## config.mk

```make
export PLATFORM = sky130hd
export DESIGN_NAME = pio_bidir_irq_flat
export DESIGN_NICKNAME = d
export VERILOG_FILES = /design/src/rtl/pio_bidir_irq_pkg.sv /design/src/rtl/pio_bidir_irq_if.sv /design/src/rtl/pio_bidir_irq_sync_edge.sv /design/src/rtl/pio_bidir_irq.sv /design/src/flat_wrapper.sv
export SDC_FILE = /design/constraint.sdc
export NUM_CORES = 1
export LEC_CHECK = 0
export BUFFER_PORTS_ARGS = -buffer_cell sky130_fd_sc_hd__clkbuf_2
export CAP_MARGIN = 20
export CORE_UTILIZATION = 43
export CTS_CLUSTER_SIZE = 14
export DETAILED_ROUTE_END_ITERATION = 10
export SLEW_MARGIN = 40
export SYNTH_ARGS = -nofsm -noshare
export SYNTH_HDL_FRONTEND = slang
export SYNTH_HIERARCHICAL = 1
export SYNTH_SLANG_ARGS = --single-unit
```

## constraint.sdc

```tcl
create_clock -name clk -period 3.23 [get_ports clk]
set_input_delay 0.1615 -clock clk [delete_from_list [all_inputs] [get_ports clk]]
set_output_delay 0.1615 -clock clk [all_outputs]
set_load 0.01 [all_outputs]
```

## src/rtl/pio_bidir_irq_pkg.sv

```systemverilog
// Shared register map and edge-capture encodings for the bidirectional PIO.
package pio_pkg;
   localparam logic [2:0] PIO_DATA     = 3'd0;
   localparam logic [2:0] PIO_DIR      = 3'd1;
   localparam logic [2:0] PIO_IRQ_MASK = 3'd2;
   localparam logic [2:0] PIO_EDGE_CAP = 3'd3;
   localparam logic [2:0] PIO_OUTSET   = 3'd4;
   localparam logic [2:0] PIO_OUTCLR   = 3'd5;

   localparam int EDGE_RISING  = 0;
   localparam int EDGE_FALLING = 1;
   localparam int EDGE_ANY     = 2;
endpackage

```

## src/rtl/pio_bidir_irq_if.sv

```systemverilog
// Avalon-MM slave register bus for the PIO block.
interface pio_bidir_irq_if #(parameter int WIDTH = 8);
   logic [2:0]       address;
   logic             chipselect;
   logic             write_n;
   logic [WIDTH-1:0] writedata;
   logic [WIDTH-1:0] readdata;

   modport master (output address, chipselect, write_n, writedata, input readdata);
   modport slave  (input address, chipselect, write_n, writedata, output readdata);
endinterface

```

## src/rtl/pio_bidir_irq_sync_edge.sv

```systemverilog
// Per-bit input synchroniser, previous-sample register and edge detector.
module pio_sync_edge
   import pio_pkg::*;
#(
   parameter int WIDTH       = 8,
   parameter int SYNC_STAGES = 2,
   parameter int EDGE_TYPE   = EDGE_RISING
) (
   input  logic             clk,
   input  logic             reset_n,
   input  logic [WIDTH-1:0] in_port,
   input  logic             arm,
   output logic [WIDTH-1:0] edge_vec,
   output logic [WIDTH-1:0] sync_val
);
   logic [SYNC_STAGES-1:0][WIDTH-1:0] chain;
   logic [WIDTH-1:0] prev;
   logic [WIDTH-1:0] raw;

   always_ff @(posedge clk) begin
      if (!reset_n) begin
         chain <= '0;
         prev  <= '0;
      end else begin
         chain <= {chain[SYNC_STAGES-2:0], in_port};
         prev  <= chain[SYNC_STAGES-1];
      end
   end

   assign sync_val = chain[SYNC_STAGES-1];

   always_comb begin
      case (EDGE_TYPE)
         EDGE_FALLING: raw = ~sync_val & prev;
         EDGE_ANY:     raw = sync_val ^ prev;
         default:      raw = sync_val & ~prev;
      endcase
   end

   // Arming masks the transient while the chain fills with the post-reset pin state.
   assign edge_vec = raw & {WIDTH{arm}};
endmodule

```

## src/rtl/pio_bidir_irq.sv

```systemverilog
// Avalon-MM GPIO slave: per-bit drive/tri-state, synchronised input, edge capture, level irq.
module pio_bidir_irq
   import pio_pkg::*;
#(
   parameter int               WIDTH       = 8,
   parameter int               SYNC_STAGES = 2,
   parameter int               EDGE_TYPE   = EDGE_RISING,
   parameter logic [WIDTH-1:0] OUT_RESET   = '0,
   parameter logic [WIDTH-1:0] DIR_RESET   = '0
) (
   input  logic             clk,
   input  logic             reset_n,
   pio_bidir_irq_if.slave   bus,
   input  logic [WIDTH-1:0] in_port,
   output logic [WIDTH-1:0] out_port,
   output logic [WIDTH-1:0] oe_port,
   output logic             irq
);
   localparam int              AW       = $clog2(SYNC_STAGES + 2);
   localparam logic [AW-1:0]   ARM_DONE = AW'(SYNC_STAGES + 1);

   logic [WIDTH-1:0] data_q, dir_q, mask_q, cap_q;
   logic [WIDTH-1:0] edge_vec, sync_val, cap_clr;
   logic [AW-1:0]    arm_cnt;
   logic             arm, wr;

   assign wr      = bus.chipselect & ~bus.write_n;
   assign arm     = (arm_cnt == ARM_DONE);
   assign cap_clr = (wr && bus.address == PIO_EDGE_CAP) ? bus.writedata : '0;

   pio_sync_edge #(
      .WIDTH       (WIDTH),
      .SYNC_STAGES (SYNC_STAGES),
      .EDGE_TYPE   (EDGE_TYPE)
   ) u_sync_edge (
      .clk      (clk),
      .reset_n  (reset_n),
      .in_port  (in_port),
      .arm      (arm),
      .edge_vec (edge_vec),
      .sync_val (sync_val)
   );

   always_ff @(posedge clk) begin
      if (!reset_n) begin
         data_q  <= OUT_RESET;
         dir_q   <= DIR_RESET;
         mask_q  <= '0;
         cap_q   <= '0;
         arm_cnt <= '0;
      end else begin
         if (!arm) arm_cnt <= arm_cnt + 1'b1;
         // A new edge on a bit being cleared in the same cycle must survive.
         cap_q <= (cap_q & ~cap_clr) | edge_vec;
         if (wr) begin
            case (bus.address)
               PIO_DATA:     data_q <= bus.writedata;
               PIO_DIR:      dir_q  <= bus.writedata;
               PIO_IRQ_MASK: mask_q <= bus.writedata;
               PIO_OUTSET:   data_q <= data_q | bus.writedata;
               PIO_OUTCLR:   data_q <= data_q & ~bus.writedata;
               default:      ;
            endcase
         end
      end
   end

   always_comb begin
      bus.readdata = '0;
      case (bus.address)
         PIO_DATA:     bus.readdata = sync_val;
         PIO_DIR:      bus.readdata = dir_q;
         PIO_IRQ_MASK: bus.readdata = mask_q;
         PIO_EDGE_CAP: bus.readdata = cap_q;
         default:      bus.readdata = '0;
      endcase
   end

   assign out_port = data_q;
   assign oe_port  = dir_q;
   assign irq      = |(cap_q & mask_q);
endmodule

```

## src/flat_wrapper.sv

```systemverilog
// flat-port wrapper written by rule: the top's interface ports become plain ports
module pio_bidir_irq_flat import pio_pkg::*;
#(
   parameter int               WIDTH       = 8,
   parameter int               SYNC_STAGES = 2,
   parameter int               EDGE_TYPE   = EDGE_RISING,
   parameter logic [WIDTH-1:0] OUT_RESET   = '0,
   parameter logic [WIDTH-1:0] DIR_RESET   = '0
)
  (clk, reset_n, in_port, out_port, oe_port, irq, bus_address, bus_chipselect, bus_write_n, bus_writedata, bus_readdata);
  pio_bidir_irq_if #(.WIDTH(WIDTH)) bus_i ();
  input  logic clk;
  input  logic reset_n;
  input  logic [WIDTH-1:0] in_port;
  output logic [WIDTH-1:0] out_port;
  output logic [WIDTH-1:0] oe_port;
  output logic irq;
  input wire logic [$bits(bus_i.address)-1:0] bus_address;
  input wire logic [$bits(bus_i.chipselect)-1:0] bus_chipselect;
  input wire logic [$bits(bus_i.write_n)-1:0] bus_write_n;
  input wire logic [$bits(bus_i.writedata)-1:0] bus_writedata;
  output wire logic [$bits(bus_i.readdata)-1:0] bus_readdata;
  assign bus_i.address = bus_address;
  assign bus_i.chipselect = bus_chipselect;
  assign bus_i.write_n = bus_write_n;
  assign bus_i.writedata = bus_writedata;
  assign bus_readdata = bus_i.readdata;
  pio_bidir_irq #(.WIDTH(WIDTH), .SYNC_STAGES(SYNC_STAGES), .EDGE_TYPE(EDGE_TYPE), .OUT_RESET(OUT_RESET), .DIR_RESET(DIR_RESET)) u_core (.clk(clk), .reset_n(reset_n), .bus(bus_i), .in_port(in_port), .out_port(out_port), .oe_port(oe_port), .irq(irq));
endmodule
```

# After elaboration in Yosys (flattened, before gate mapping)
# Cells that the tools add are included.
[word_totals]
in_bits = 23
reg_bits = 58
wordCells = 37
out_inout_bits = 25
[classes]
n_addsub = 1
muxes = 3
n_bitwise = 12
n_eq_ne = 6
reduce_logical = 7
[ops]
columns = ["cell", "count"]
rows = [
  ["bitwise AND 8 bit", 5],
  ["one-hot mux 8 bit (4 select lines)", 1],
  ["inverter 8 bit", 3],
  ["one-hot mux 8 bit (3 select lines)", 1],
  ["OR 8 bit", 2],
  ["2-to-1 mux 8 bit", 1],
  ["OR reduction 8 bit", 1],
  ["== test 3 x 2 -> 1 bit, second input constant", 2],
  ["== test 3 bit, second input constant", 2],
  ["AND reduction 2 bit", 3],
  ["== test 3 x 1 -> 1 bit, second input constant", 1],
  ["logical NOT 3 bit", 1],
  ["nonzero test 3 bit", 1],
  ["adder 2 x 1 -> 2 bit, second input constant", 1],
  ["== test 2 bit, second input constant", 1],
  ["bitwise AND 1 bit", 1],
  ["logical AND 1 bit", 1],
  ["inverter 1 bit", 1],
]

# Depth between registers and ports, before layout
[logic_depth]
word_depth = 7
depth_mapped = 6
depth_no_buf = 4

# Hierarchy
# The synthesis kept the hierarchy.
[by_module_without_submodules]
columns = ["mod", "seq_area_each_um2", "n_inst", "cells_per_inst", "area_each_um2"]
rows = [
  ["pio_bidir_irq", 680.7, 1, 184, 1712.9],
  ["pio_sync_edge", 480.5, 1, 66, 794.5],
]

# Worst setup path before layout
# OpenSTA, ideal clock, no wires.
[synth_path]
path_kind = "input -> register"
from = "input bus_address[1]"
to = "register u_core.data_q[0] (netlist: u_core/out_port[0])"
setup_ns = 0.117
n_path_buf = 2
t_arrival_ns = 1.377
path_slack_ns = 1.736
cell_stages = 5
required_ns = 3.113
cell_sequence = "buf_6 > or3b_1 > clkbuf_2 > or3_1 > a32o_1"
[synth_via]
elab_chain_cells = 3
word_cells_on_any_way = 6
cone_classes = "eq/ne (2); mux (1); reduce/logical (3)"
[synth_lines]
columns = ["element", "line_no", "rtl"]
rows = [
  ["start: declaration", "flat_wrapper.sv:18", "input wire logic [$bits(bus_i.address)-1:0] bus_address;"],
  ["== test 3 bit / logical NOT 3 bit (equally long branches)", "pio_bidir_irq.sv:56", "case (bus.address)"],
  ["nonzero test 3 bit (no line)", "--", ""],
  ["AND reduction 2 bit (no line)", "--", ""],
  ["end signal: assignment", "pio_bidir_irq.sv:57", "PIO_DATA: data_q <= bus.writedata;"],
  ["end signal: assignment", "pio_bidir_irq.sv:60", "PIO_OUTSET: data_q <= data_q | bus.writedata;"],
  ["end signal: assignment", "pio_bidir_irq.sv:61", "PIO_OUTCLR: data_q <= data_q & ~bus.writedata;"],
  ["end: declaration", "pio_bidir_irq.sv:22", "logic [WIDTH-1:0] data_q, dir_q, mask_q, cap_q;"],
]
# Parallel ways exist; a longest one is shown, timed or not.
# A chain may end at the register's enable or synchronous reset.

# Final worst setup path
[layout_path]
from = "input bus_address[0]"
to = "output bus_readdata[4]"
[layout_via]
elab_chain_cells = 2
word_cells_on_any_way = 5
cone_classes = "eq/ne (3); mux (1); reduce/logical (1)"
[layout_lines]
columns = ["element", "line_no", "rtl"]
rows = [
  ["== test 3 x 2 -> 1 bit (tied with other cells)", "pio_bidir_irq.sv:70", "case (bus.address)"],
  ["one-hot mux 8 bit (4 select lines) *", "pio_bidir_irq.sv:70", ""],
  ["end: declaration", "flat_wrapper.sv:22", "output wire logic [$bits(bus_i.readdata)-1:0] bus_readdata;"],
]
# Every way passes the cells marked *; elsewhere a longest branch is shown, timed or not.

==> summary.txt <==
Setup path
  • Worst r2r src: u_core/arm_cnt[0]
  • Slowest library cell on the worst path: mux4_2
  • Max FO, Critical Path: 23
  • CP peak stage delay: 0.57 ns
  • Crit path required time: 3.07 ns
  • Worst Path Arrival: 1.49 ns
  • Start point of the critical path: bus_address[0]
  • Critical Path Most Common Cell: clkbuf_2
  • Worst Setup Start Kind: primary input
  • CP Class: in2out
  • Worst Setup End Kind: primary output
  • CP cell instances: clkbuf_2 > mux4_2 > nor2b_1 > clkbuf_2

Status
  • Outcome: finished clean

Clock tree
  • Worst skew pair latency: 0.33 ns
  • Clk sinks: 58
  • CTS Buffer Depth: 2
  • # resized after CTS: 0
  • Clock Pin Slew Worst Setup and Hold Paths: 0.06 ns
  • Total CTS buffers: 9
  • Clock tree root buffer cell: clkbuf_8
  • # hold bufs at CTS: 0
  • TritonCTS clock tree: done
  • H-Tree Depth: 3
  • # Post-CTS Setup Buffers: 0

Timing
  • Worst-Margin Slew: 0.698 ns
  • Min Tclk post-route: 1.66 ns
  • Final setup fails: 0
  • Relative slew slack: 53.5%
  • Setup TNS: 0 ns
  • Crit share post-route: 51.2%
  • Final Hold Fails: 0
  • RSZ-0062 raised after global routing: false
  • F_max: 604 MHz
  • Final clock skew: 0.00318 ns
  • Min Hold Slack: 0.0268 ns
  • Count of pins over their slew limit: 0

Synth
  • Synth Cell Area: 2510 um^2
  • Synth cell types: 28
  • Synth Net Count: 274
  • Cells after synthesis: 250
  • Seq/Total Area, Yosys: 46.3%
  • Register bit count reported by yosys: 58
  • Avg Inst Size Synth: 10.0 um^2
  • Yosys warns: 6

Floorplanning
  • Die Wd: 78.4 um
  • Starting density of the core: 45.0%
  • I/O pins: 48
  • Floorplan row count: 27
  • Die area: 6140 um^2
  • Core ar.: 5570 um^2
  • Die Ht: 78.4 um

Hold path
  • HP Start: in_port[3]
  • Hold Crit Class: in2reg

Pwr
  • Peak VDD IR: 0.302 mV
  • Leak Pwr: 0.00126 uW
  • PwrDens: 499 nW/um^2

Detailed routing
  • Antenna-violating nets left: 0
  • DR vias/cell: 5.09
  • Via count: 1847
  • DRC viols: 0
  • Total iterations of the first detailed-routing run: 4
  • Total wire length: 5130 um
  • WL/cell: 14.1 um
  • Starting DRT DRC Count: 144

Cells and area
  • Nets: 310
  • Area grow syn2layout: 14.6%
  • Multi-input gate area: 1180 um^2
  • Sequential Area: 1160 um^2
  • Proportion of layout cells with a drive suffix above 1: 28.5%
  • Fillers: 544
  • N_diodes: 0

Global route
  • Largest net degree at the start of global routing: 49
  • GRT overflow: 0
  • Antenna violations before repair: 0
  • Vias in the first global route: 1839
  • First-pass GRT wire length: 8650 um
  • Gr usage total: 18.5%

Flow run
  • Max Cap Viol: 0

Placed design
  • IO Port Bufs: 47
  • Placer Congestion: 0.765
  • DP HPWL: 3590 um
## sequential cells by signal (all words and copies together) (netlist names)
| signal | count |
|---|---|
| u_core/cap_q | 8 |
| u_core/arm_cnt | 2 |
| u_core/u_sync_edge/sync_val | 8 |
| u_core/u_sync_edge/prev | 8 |
| u_core/mask_q | 8 |
| u_core/oe_port | 8 |
| u_core/u_sync_edge/chain | 8 |
| u_core/out_port | 8 |
## final timing paths
path                                         end  slack, ns  cells past startpoint
setup / recovery                 bus_readdata[4]       1.57                      4
setup reg to reg                 u_core/cap_q[0]       1.97                      4
hold reg to reg   u_core/u_sync_edge/sync_val[3]       0.43                      1
hold / removal       u_core/u_sync_edge/chain[3]       0.03                      2
## logic make-up after synthesis
| family | synth area share [%] |
|---|---|
| simple gates | 23.2 |
| flops | 46.3 |
| compound gates | 8.93 |
| buf+inv | 6.79 |
| mux | 14.0 |
| xor+xnor | 0.349 |
| fa+ha+maj | 0.499 |
## cell type report
class | instances | area share [%]
repair buffers | 49 | 8.71
inverters | 6 | 0.784
multi-input cells | 162 | 41.0
clock buffers | 9 | 4.31
well taps | 72 | 3.14
flip-flops and latches | 58 | 40.4
clock inverters | 7 | 1.61
## cells in the mapped netlist
library cell	n	share of area (%)
clkbuf_2	1	0.20
nor2_1	9	1.3
inv_1	6	0.90
buf_6	3	1.3
buf_4	8	2.4
nand2_1	32	4.8
a22oi_1	4	1.2
xnor2_1	1	0.35
clkbuf_1	9	1.3
nand4_1	1	0.25
mux2i_1	17	6.8
and3b_1	8	2.8
or3b_1	1	0.35
and2_2	9	2.7
a32o_1	8	3.2
nand4bb_1	1	0.45
mux4_2	8	7.2
nor3b_1	7	2.1
and2_1	16	4.0
nor4bb_1	1	0.40
a21oi_1	8	1.6
or3_1	5	1.2
ha_1	1	0.50
dfxtp_1	58	46
o21ai_0	11	2.2
o22ai_1	3	0.75
buf_2	3	0.60
nor2b_1	11	2.7
## where the power goes
group | internal, uW | leakage (uW) | total (uW) | switching, uW
clock | 274 | 0.0000810 | 563 | 289
sequential | 740 | 0.000473 | 752 | 12.5
combinational | 54.5 | 0.000706 | 119 | 64.6
## cells in the final DEF (no fill, tap or decap), drive strengths merged, types with 4 or more instances in the layout
master / synthesis / layout
clkinv: 0 / 4
mux4: 8 / 8
and3b: 8 / 8
clkbuf: 10 / 55
nand2: 32 / 32
nor3b: 7 / 7
mux2i: 17 / 17
a21oi: 8 / 8
a22oi: 4 / 4
a32o: 8 / 8
dfxtp: 58 / 58
nor2b: 11 / 11
o21ai: 11 / 11
and2: 25 / 25
nor2: 9 / 9
or3: 5 / 5
inv: 6 / 6
## metrics by stage
| stage | std cells | setup WS, ns | instance area [um^2] | power [uW] | util [%] |
|---|---|---|---|---|---|
| finish | 363 | 1.57 | 2870 | 1430 | 51.5 |
| global route | 363 | 1.42 | 2870 | 1500 | 51.5 |
| CTS | 363 | 1.57 | 2870 | 1460 | 51.5 |
| detailed placement | 347 | 1.28 | 2700 | 888 | 48.5 |
| global placement | 347 | 1.24 | 2700 | 887 | 48.4 |
| floorplan | 250 | 1.74 | 2510 | 853 | - |
## worst max-delay path, delay by kind of cell
family | cells | cell delay (ns)
multiplexers | 1 | 0.57
buffers and inverters | 2 | 0.60
AND/OR/NAND/NOR | 1 | 0.15
## metal layers
| metal | GRT usage (%) | routed length (um) |
|---|---|---|
| met2 | 30.0 | 2520 |
| met1 | 21.8 | 2350 |
| met5 | 0 | 0 |
| met3 | 6.16 | 230 |
| met4 | 9.26 | 29 |
(Power assumes the default switching activity.)
